File: src/rtl/arm_dp_pkg.sv
// rtl/arm_dp_pkg.sv - shared opcodes, condition codes and sequencer states for the ARM DP path
package arm_dp_pkg;

    localparam logic [3:0] OP_AND = 4'd0;
    localparam logic [3:0] OP_EOR = 4'd1;
    localparam logic [3:0] OP_SUB = 4'd2;
    localparam logic [3:0] OP_RSB = 4'd3;
    localparam logic [3:0] OP_ADD = 4'd4;
    localparam logic [3:0] OP_ADC = 4'd5;
    localparam logic [3:0] OP_SBC = 4'd6;
    localparam logic [3:0] OP_RSC = 4'd7;
    localparam logic [3:0] OP_TST = 4'd8;
    localparam logic [3:0] OP_TEQ = 4'd9;
    localparam logic [3:0] OP_CMP = 4'd10;
    localparam logic [3:0] OP_CMN = 4'd11;
    localparam logic [3:0] OP_ORR = 4'd12;
    localparam logic [3:0] OP_MOV = 4'd13;
    localparam logic [3:0] OP_BIC = 4'd14;
    localparam logic [3:0] OP_MVN = 4'd15;

    localparam logic [3:0] COND_EQ = 4'd0;
    localparam logic [3:0] COND_NE = 4'd1;
    localparam logic [3:0] COND_CS = 4'd2;
    localparam logic [3:0] COND_CC = 4'd3;
    localparam logic [3:0] COND_MI = 4'd4;
    localparam logic [3:0] COND_PL = 4'd5;
    localparam logic [3:0] COND_VS = 4'd6;
    localparam logic [3:0] COND_VC = 4'd7;
    localparam logic [3:0] COND_HI = 4'd8;
    localparam logic [3:0] COND_LS = 4'd9;
    localparam logic [3:0] COND_GE = 4'd10;
    localparam logic [3:0] COND_LT = 4'd11;
    localparam logic [3:0] COND_GT = 4'd12;
    localparam logic [3:0] COND_LE = 4'd13;
    localparam logic [3:0] COND_AL = 4'd14;
    localparam logic [3:0] COND_NV = 4'd15;

    typedef enum logic [2:0] {
        ST_IDLE = 3'd0,
        ST_COND = 3'd1,
        ST_READ = 3'd2,
        ST_EXEC = 3'd3,
        ST_WB   = 3'd4
    } seq_state_t;

    // Compare/test ops set flags only and never write Rd.
    function automatic logic op_is_test(input logic [3:0] op);
        return (op >= OP_TST) && (op <= OP_CMN);
    endfunction

    function automatic logic op_is_arith(input logic [3:0] op);
        return ((op >= OP_SUB) && (op <= OP_RSC)) || (op == OP_CMP) || (op == OP_CMN);
    endfunction

endpackage

File: src/rtl/arm_cond_check.sv
// rtl/arm_cond_check.sv - combinational ARM condition-code evaluation against NZCV
module arm_cond_check
    import arm_dp_pkg::*;
(
    input  logic [3:0] cond,
    input  logic [3:0] nzcv,
    output logic       pass
);

    logic n, z, c, v;
    assign {n, z, c, v} = nzcv;

    always_comb begin
        pass = 1'b0;
        case (cond)
            COND_EQ: pass = z;
            COND_NE: pass = !z;
            COND_CS: pass = c;
            COND_CC: pass = !c;
            COND_MI: pass = n;
            COND_PL: pass = !n;
            COND_VS: pass = v;
            COND_VC: pass = !v;
            COND_HI: pass = c && !z;
            COND_LS: pass = !c || z;
            COND_GE: pass = (n == v);
            COND_LT: pass = (n != v);
            COND_GT: pass = !z && (n == v);
            COND_LE: pass = z || (n != v);
            COND_AL: pass = 1'b1;
            COND_NV: pass = 1'b0;
            default: pass = 1'b0;
        endcase
    end

endmodule

File: src/rtl/dp_exec_sequencer.sv
// rtl/dp_exec_sequencer.sv - five-step sequencer driving one ARM data-processing instruction through the shared ALU
module dp_exec_sequencer
    import arm_dp_pkg::*;
#(
    parameter int DATA_W  = 32,
    parameter int RADDR_W = 4
) (
    input  logic               clk,
    input  logic               reset,
    input  logic               instr_valid,
    output logic               instr_ready,
    input  logic [31:0]        instr,
    output logic [RADDR_W-1:0] rf_raddr_a,
    output logic [RADDR_W-1:0] rf_raddr_b,
    input  logic [DATA_W-1:0]  rf_rdata_a,
    input  logic [DATA_W-1:0]  rf_rdata_b,
    output logic               rf_we,
    output logic [RADDR_W-1:0] rf_waddr,
    output logic [DATA_W-1:0]  rf_wdata,
    output logic [DATA_W-1:0]  alu_op_a,
    output logic [DATA_W-1:0]  alu_op_b,
    output logic [3:0]         alu_control,
    output logic               alu_cin,
    input  logic [DATA_W-1:0]  alu_result,
    input  logic [3:0]         alu_nzcv,
    output logic [3:0]         nzcv,
    output logic               pc_flush,
    output logic               undef,
    output logic               done
);

    seq_state_t state, state_next;

    logic [31:0]       instr_q;
    logic [DATA_W-1:0] op_a_q;
    logic [DATA_W-1:0] op_b_q;
    logic [DATA_W-1:0] result_q;
    logic [3:0]        alu_nzcv_q;
    logic [3:0]        nzcv_q;
    logic              shifter_c_q;

    logic [3:0] f_cond, f_opcode, f_rn, f_rd, f_rm, f_rot;
    logic       f_imm, f_s;
    logic [7:0] f_imm8, f_shift;

    assign f_cond   = instr_q[31:28];
    assign f_imm    = instr_q[25];
    assign f_opcode = instr_q[24:21];
    assign f_s      = instr_q[20];
    assign f_rn     = instr_q[19:16];
    assign f_rd     = instr_q[15:12];
    assign f_rot    = instr_q[11:8];
    assign f_imm8   = instr_q[7:0];
    assign f_shift  = instr_q[11:4];
    assign f_rm     = instr_q[3:0];

    // Bits 27:26 are fixed 00 for this instruction class and are not decoded here.
    logic unused_instr_bits;
    assign unused_instr_bits = ^instr_q[27:26];

    logic cond_pass, reg_shift, writes_rd, updates_flags;

    arm_cond_check u_cond_check (
        .cond (f_cond),
        .nzcv (nzcv_q),
        .pass (cond_pass)
    );

    assign reg_shift     = !f_imm && (f_shift != 8'd0);
    assign writes_rd     = !op_is_test(f_opcode);
    assign updates_flags = f_s || op_is_test(f_opcode);

    // Operand 2: immediate rotated right by twice the rot field, or Rm as read.
    logic [DATA_W-1:0] imm_ext, imm_rot, operand2;
    logic [5:0]        rot_amt;
    logic              shifter_c;

    always_comb begin
        imm_ext   = DATA_W'(f_imm8);
        rot_amt   = {1'b0, f_rot, 1'b0};
        imm_rot   = (imm_ext >> rot_amt) | (imm_ext << (DATA_W - int'(rot_amt)));
        operand2  = f_imm ? imm_rot : op_b_q;
        shifter_c = (f_imm && (f_rot != 4'd0)) ? imm_rot[DATA_W-1] : nzcv_q[1];
    end

    always_ff @(posedge clk) begin
        if (reset) begin
            state <= ST_IDLE;
        end else begin
            state <= state_next;
        end
    end

    always_comb begin
        state_next = state;
        case (state)
            ST_IDLE: if (instr_valid) state_next = ST_COND;
            ST_COND: state_next = (!cond_pass || reg_shift) ? ST_IDLE : ST_READ;
            ST_READ: state_next = ST_EXEC;
            ST_EXEC: state_next = ST_WB;
            ST_WB:   state_next = ST_IDLE;
            default: state_next = ST_IDLE;
        endcase
    end

    always_ff @(posedge clk) begin
        if (reset) begin
            instr_q     <= '0;
            op_a_q      <= '0;
            op_b_q      <= '0;
            result_q    <= '0;
            alu_nzcv_q  <= '0;
            shifter_c_q <= 1'b0;
            nzcv_q      <= '0;
        end else begin
            if ((state == ST_IDLE) && instr_valid) begin
                instr_q <= instr;
            end
            if (state == ST_READ) begin
                op_a_q <= rf_rdata_a;
                op_b_q <= rf_rdata_b;
            end
            if (state == ST_EXEC) begin
                result_q    <= alu_result;
                alu_nzcv_q  <= alu_nzcv;
                shifter_c_q <= shifter_c;
            end
            // Logical ops take C from the shifter and leave V alone.
            if ((state == ST_WB) && updates_flags) begin
                if (op_is_arith(f_opcode)) begin
                    nzcv_q <= alu_nzcv_q;
                end else begin
                    nzcv_q <= {alu_nzcv_q[3:2], shifter_c_q, nzcv_q[0]};
                end
            end
        end
    end

    always_comb begin
        instr_ready = 1'b0;
        rf_raddr_a  = '0;
        rf_raddr_b  = '0;
        rf_we       = 1'b0;
        rf_waddr    = '0;
        rf_wdata    = '0;
        alu_op_a    = '0;
        alu_op_b    = '0;
        alu_control = '0;
        pc_flush    = 1'b0;
        undef       = 1'b0;
        done        = 1'b0;
        case (state)
            ST_IDLE: instr_ready = 1'b1;
            ST_COND: begin
                if (!cond_pass || reg_shift) begin
                    done  = 1'b1;
                    undef = cond_pass && reg_shift;
                end else begin
                    rf_raddr_a = RADDR_W'(f_rn);
                    rf_raddr_b = RADDR_W'(f_rm);
                end
            end
            ST_READ: begin
                rf_raddr_a = RADDR_W'(f_rn);
                rf_raddr_b = RADDR_W'(f_rm);
            end
            ST_EXEC: begin
                alu_op_a    = op_a_q;
                alu_op_b    = operand2;
                alu_control = f_opcode;
            end
            ST_WB: begin
                done     = 1'b1;
                rf_we    = writes_rd;
                rf_waddr = RADDR_W'(f_rd);
                rf_wdata = result_q;
                pc_flush = writes_rd && (f_rd == 4'd15);
            end
            default: instr_ready = 1'b0;
        endcase
    end

    assign alu_cin = nzcv_q[1];
    assign nzcv    = nzcv_q;

endmodule
File: config.mk
export PLATFORM = sky130hd
export DESIGN_NAME = dp_exec_sequencer
export DESIGN_NICKNAME = d
export VERILOG_FILES = /design/src/rtl/arm_dp_pkg.sv /design/src/rtl/arm_cond_check.sv /design/src/rtl/dp_exec_sequencer.sv
export SDC_FILE = /design/constraint.sdc
export NUM_CORES = 1
export LEC_CHECK = 0
export ABC_CLOCK_PERIOD_IN_PS = 5050
export CAP_MARGIN = 20
export CELL_PAD_IN_SITES_DETAIL_PLACEMENT = 0
export CELL_PAD_IN_SITES_GLOBAL_PLACEMENT = 1
export CORE_MARGIN = 10
export CORE_UTILIZATION = 25
export CTS_BUF_LIST = sky130_fd_sc_hd__clkbuf_16
export CTS_CLUSTER_DIAMETER = 30
export DETAILED_ROUTE_END_ITERATION = 6
export PLACE_DENSITY_LB_ADDON = 0.1
export SETUP_SLACK_MARGIN = 0.05
export SYNTH_ARGS = -nofsm -noshare
export SYNTH_HDL_FRONTEND = slang
export SYNTH_SLANG_ARGS = --single-unit
export TNS_END_PERCENT = 50
File: constraint.sdc
create_clock -name clk -period 5.05 [get_ports clk]
set_input_delay 0.505 -clock clk [delete_from_list [all_inputs] [get_ports clk]]
set_output_delay 0.505 -clock clk [all_outputs]
set_load 0.01 [all_outputs]
==> Word-level counts from Yosys, hierarchy flattened <==
Index checks and enable logic that the tools add are counted.
{ "classes": {"addsub": 1, "n_bitwise": 1, "reduce_logical": 28, "magnitude_cmp": 4, "mux": 23, "n_shift": 2, "n_eq_ne": 25} }
{ "ops": {"columns": ["op", "n"], "rows": [
  ["$mux 32", 4],
  ["$eq 4x4->1 const B", 11],
  ["$or 32x32->32", 1],
  ["$shl 8x32->32", 1],
  ["$shr 8x5->32", 1],
  ["$eq 4x3->1 const B", 4],
  ["$mux 4", 4],
  ["$pmux 1 s16", 1],
  ["$pmux 4 s2", 2],
  ["$pmux 3 s4", 1],
  ["$logic_and 1x1->1", 10],
  ["$eq 4x2->1 const B", 2],
  ["$reduce_bool 8->1", 1],
  ["$logic_not 1->1", 7],
  ["$mux 1", 7],
  ["$sub 6x5->7 const A", 1],
  ["$eq 3x2->1 const B", 2],
  ["$logic_or 1x1->1", 6],
  ["$eq 4x1->1 const B", 1],
  ["$ge 4x2->1 const B", 1],
  ["$ge 4x4->1 const B", 1],
  ["$le 4x3->1 const B", 1],
  ["$le 4x4->1 const B", 1],
  ["$logic_not 4->1", 1],
  ["11 further kinds", 12]
]} }
{ "totals": {"word_cells": 93, "reg_bits": 140, "in_bits": 135} }

==> Depth between registers and ports, before layout <==
{ "logic_depth": {"ltp_word": 7, "ltp_mapped": 9} }

==> Hierarchy <==
A second synthesis with hierarchy kept.
{ "unflattened": {"hier_cells": 918, "hier_area_um2": 6846.6} }
{ "by_module_without_submodules": {"columns": ["module", "cells_each", "seq_area_each_um2", "area_per_inst_um2", "instances"], "rows": [
  ["dp_exec_sequencer", 895, 2762.6, 6691.4, 1],
  ["arm_cond_check", 23, 0.0, 155.1, 1]
]} }

==> Worst setup path after synthesis <==
Ideal clock, no wire load.
{ "synth_timing": {"path_kind": "reg2out", "start": "register instr_q[8]", "end": "output alu_op_b[26]", "required_time_ns": 4.545, "arrival_ns": 2.153, "stages_incl_launch_ff": 10, "path_slack_ns": 2.392, "cell_sequence": "dfxtp_1 > clkbuf_1 > inv_1 > ha_1 > buf_2 > clkbuf_1 > nand2_1 > o22ai_1 > a22oi_1 > nor2_1"} }
{ "synth_between": {"elab_chain_len": 5} }
{ "synth_rtl": {"columns": ["element", "line", "rtl"], "rows": [
  ["from (decl)", "dp_exec_sequencer.sv:34", "logic [31:0] instr_q;"],
  ["from (signal assigned)", "dp_exec_sequencer.sv:117", "instr_q <= instr;"],
  ["$sub 6x5->7", "dp_exec_sequencer.sv:81", "imm_rot = (imm_ext >> rot_amt) | (imm_ext << (DATA_W - int'(rot_amt)));"],
  ["$shl 8x32->32", "dp_exec_sequencer.sv:81", null],
  ["$or 32x32->32 (*)", "dp_exec_sequencer.sv:81", null],
  ["$mux 32 (*)", "dp_exec_sequencer.sv:82", "operand2 = f_imm ? imm_rot : op_b_q;"],
  ["$mux 32 (*)", "dp_exec_sequencer.sv:152", "case (state)"],
  ["to (decl)", "dp_exec_sequencer.sv:21", "output logic [DATA_W-1:0] alu_op_b,"]
]} }
Mark *: on every way between the ends. The rest lies on a longest branch, timed or not.

==> Final worst setup path <==
{ "layout_timing": {"start": "register instr_q[8]", "end": "output alu_op_b[9]"} }
The elaborated chain is that of the path after synthesis.

==> run_results.csv <==
group,metric,value,unit
hold_path,min-delay-path-class,"flop to flop",
timing,hold_viol,0,
routing,via_count,7074,
synthesis,synth-edff-count,0,
die,dieWidth,186,um
global_route,grt_pass1_vias,6979,
clocking,cts_buffer_depth,2,
cells_and_area,finalNetCount,1284,
synthesis,syn_avg_cell_area,7.27,um^2
synthesis,syn-cell-area,0.00685,mm^2
routing,drt_total_wl,27200,um
die,io_pins,257,
outcome,status,"finished clean",
timing,setup-violations-final,0,
clocking,cts-buffers-inserted,17,
timing,max_freq,254,MHz
synthesis,netlist_instances,943,
synthesis,yosys_warnings,0,
pwr,pwr-share-clk,49.0,%
pwr,power.total,2890,uW
synthesis,synth_common_cells,"289 x sky130_fd_sc_hd__nand2_1, 147 x sky130_fd_sc_hd__a21oi_1, 138 x sky130_fd_sc_hd__dfxtp_1",
synthesis,share_of_synthesized_area_occupied_by_flip_flops_and_latches,40.3,%
timing,timing.setup.tns,0,ns
synthesis,postSynthRegisterBits,138,
critical_path,critical_path_start,"instr_q[8]",
timing,slew_violations,0,
timing,timing.hold.ws,0.442,ns
pwr,total_leakage_power,0.00337,uW
global_route,grt_start_max_net_pins,84,
clocking,cts.repair.resized,0,
routing,drt_first_pass_iters,5,
clocking,cts_max_level,4,
critical_path,worst-setup-path-type,"flop to output port",
die,die_h,186,um
clocking,number_of_hold_repair_buffers_added_at_the_cts_stage,0,
timing,rsz0062_at_grt,"false",
clocking,clk_transition_reported_paths,0.07,ns
synthesis,most_instantiated_flip_flop_cell_in_the_synthesis_netlist,"sky130_fd_sc_hd__dfxtp_1",
clocking,number_of_clock_sinks,138,
timing,finClkSkew,0.0112,ns
synthesis,post_synth_top_area_cell,"sky130_fd_sc_hd__dfxtp_1",
die,rows,60,
synthesis,syn_nets,1079,
timing,worst_slew_pin_slew,1.01,ns
pwr,switching_power,737,uW
pwr,power-per-cell-area,283,mW/mm^2
critical_path,worstPathMaxFanout,21,
clocking,cts_root_buf,"sky130_fd_sc_hd__clkbuf_16",
pwr,power.sequential.fraction,39.6,%
pwr,ir_drop,0.211,mV
cells_and_area,finish.utilization,38.0,%
place,dpl.hpwl,18900,um
routing,drt_iter0_drc,312,
critical_path,crit_path_required_time,4.55,ns
global_route,gr-total-overflow,0,
run,cap_viol_max_count,0,
pwr,power.switching_fraction,25.5,%
critical_path,worstPathArrival,3.43,ns
place,gpl.final_weighted_congestion,0.792,
synthesis,synthDistinctLibCells,58,
routing,postRouteAntennaNets,0,
timing,finalCritPeriodShare,77.9,%
place,port_buffers,254,
pwr,power.combinational.fraction,11.3,%
global_route,number_of_antenna_violations_at_the_first_check_in_global_routing,2,
die,dieArea,0.0344,mm^2
critical_path,worstSetupStartpointType,"flop",
critical_path,timing.rr.start,"instr_q[8]",
pwr,cellInternalPower,2150,uW
routing,route.detailed.vias_per_inst,4.71,
synthesis,post-synth-top-area-fraction,40.3,%
cells_and_area,filler_cell_count_in_the_final_layout,2908,
clocking,clock_latency,0.43,ns
critical_path,worst_setup_path_end_kind,"output port",
timing,layout_min_cycle_time,3.94,ns
critical_path,crit_path_cell_trace,"inv_1 -> ha_1 -> mux2_2 -> a22o_1 -> o21ai_0 -> nand2b_1 -> a21oi_1 -> clkdlybuf4s50_1",
synthesis,synth_most_common_cell,"sky130_fd_sc_hd__nand2_1",
routing,post-route-drc-count,0,
cells_and_area,synthesis_to_layout_area_growth,49.3,%
global_route,grt_pass1_wl,41000,um
critical_path,critical_path.max_stage_delay,0.76,ns
critical_path,crit_path_top_delay_cell,"sky130_fd_sc_hd__ha_1",
hold_path,hp-start,"alu_nzcv_q[0]",
global_route,globalRouteTotalUtil,15.3,%
cells_and_area,drive_gt1_share,5.09,%
timing,worst_slew_margin,32.7,%
die,initial_utilization,25.4,%
die,core_area,0.0270,mm^2
clocking,post-cts-setup-buffers,0,
routing,detail_route.wl_per_cell,18.1,um
synthesis,async_sr_flop_fraction,0,%
clocking,cts_tree,"yes",
synthesis,synth.top_cells.by_area,"sky130_fd_sc_hd__dfxtp_1 40%, sky130_fd_sc_hd__nand2_1 16%, sky130_fd_sc_hd__a21oi_1 11%, sky130_fd_sc_hd__and2_1 6.7%, sky130_fd_sc_hd__clkbuf_1 2.8%",
final cells by class:
type	instances	area (um^2)	area share, %
diodes	1	2.50	0.0245
inverters	10	37.5	0.367
clock inverters	14	221	2.17
multi-input cells	714	3710	36.3
flip-flops and latches	138	2760	27.0
well taps	341	427	4.17
repair buffers	267	2640	25.8
clock buffers	17	425	4.16
final timing paths:
kind	slack, ns	depth (start not counted)	end
hold / removal	0.44	2	nzcv[0]
setup / recovery	1.11	8	alu_op_b[9]
hold reg to reg	0.44	2	nzcv[0]
setup reg to reg	2.54	7	shifter_c_q
worst max-delay path: cells and delay by family, from the launching register on:
kind / cells / cell delay [ns]
AND/OR/NAND/NOR: 1 / 0.18
buffers and inverters: 2 / 0.62
multiplexers: 1 / 0.42
AO/OA/AOI/OAI: 3 / 0.69
adder cells (fa/ha/maj): 1 / 0.76
flip-flops: 1 / 0.33
metrics by stage:
step                      instances  setup slack (ns)  area, um^2
after floorplan                 943              2.39        6850
after global placement         1469              1.61        9570
after detailed placement       1469              1.60        9570
after CTS                      1500              1.13       10200
after global routing           1501              1.03       10200
final                          1502              1.11       10200
sequential cells by signal (all words and copies together), names as in the netlist:
name,flops
alu_nzcv_q,4
instr_q,30
nzcv,4
op_a_q,32
op_b_q,32
result_q,32
shifter_c_q,1
state,3
logic make-up (layout without fill, tap and decap cells):
logic type / count (synthesis) / count (layout) / share of synthesized area [%]
flip-flops: 138 / 138 / 40.3
XOR/XNOR: 4 / 4 / 0.511
AND/OR/NAND/NOR: 462 / 462 / 30.8
AO/OA/AOI/OAI: 232 / 232 / 20.2
buffers and inverters: 91 / 308 / 5.72
multiplexers: 15 / 15 / 2.28
other: 0 / 1 / 0
adder cells (fa/ha/maj): 1 / 1 / 0.183
power by group through the flow:
stage / Sequential, uW / Combinational, uW / Clock, uW
4_1_cts: 1150 / 329 / 1460
3_3_place_gp: 1170 / 328 / 0
2_1_floorplan: 1150 / 179 / 0
5_1_grt: 1150 / 359 / 1500
6_report: 1150 / 328 / 1420
3_5_place_dp: 1170 / 328 / 0
metal layers:
layer  track usage [%]  wire (um)  vias up
li1                  -          -     3570
met1              18.8      12100     3294
met2              25.0      12700      190
met3              5.03       2050       18
met4              4.13        327        2
met5                 0         13        -
cell usage in the layout (no fill, tap or decap), types with 3 or more instances in the layout:
cell type,n
sky130_fd_sc_hd__o21ai_0,16
sky130_fd_sc_hd__xnor2_1,3
sky130_fd_sc_hd__and2_1,73
sky130_fd_sc_hd__nand3_1,7
sky130_fd_sc_hd__dfxtp_1,138
sky130_fd_sc_hd__mux2_2,5
sky130_fd_sc_hd__buf_4,13
sky130_fd_sc_hd__nor3_1,6
sky130_fd_sc_hd__clkbuf_16,17
sky130_fd_sc_hd__a211oi_1,3
sky130_fd_sc_hd__inv_1,11
sky130_fd_sc_hd__a22oi_1,17
sky130_fd_sc_hd__nand2_1,289
sky130_fd_sc_hd__nand3b_1,3
sky130_fd_sc_hd__a2bb2oi_1,3
sky130_fd_sc_hd__clkdlybuf4s50_1,253
sky130_fd_sc_hd__nand4_1,5
sky130_fd_sc_hd__or3_1,3
sky130_fd_sc_hd__mux2i_1,10
sky130_fd_sc_hd__bufinv_16,5
sky130_fd_sc_hd__a21oi_1,147
sky130_fd_sc_hd__a31oi_1,4
sky130_fd_sc_hd__nor2b_1,6
sky130_fd_sc_hd__a32oi_1,5
sky130_fd_sc_hd__nor2_1,38
sky130_fd_sc_hd__o31ai_1,3
sky130_fd_sc_hd__a22o_1,11
sky130_fd_sc_hd__nor4b_1,8
sky130_fd_sc_hd__nand2b_1,9
sky130_fd_sc_hd__clkinv_4,3
Power figures use the tool's default switching activity.
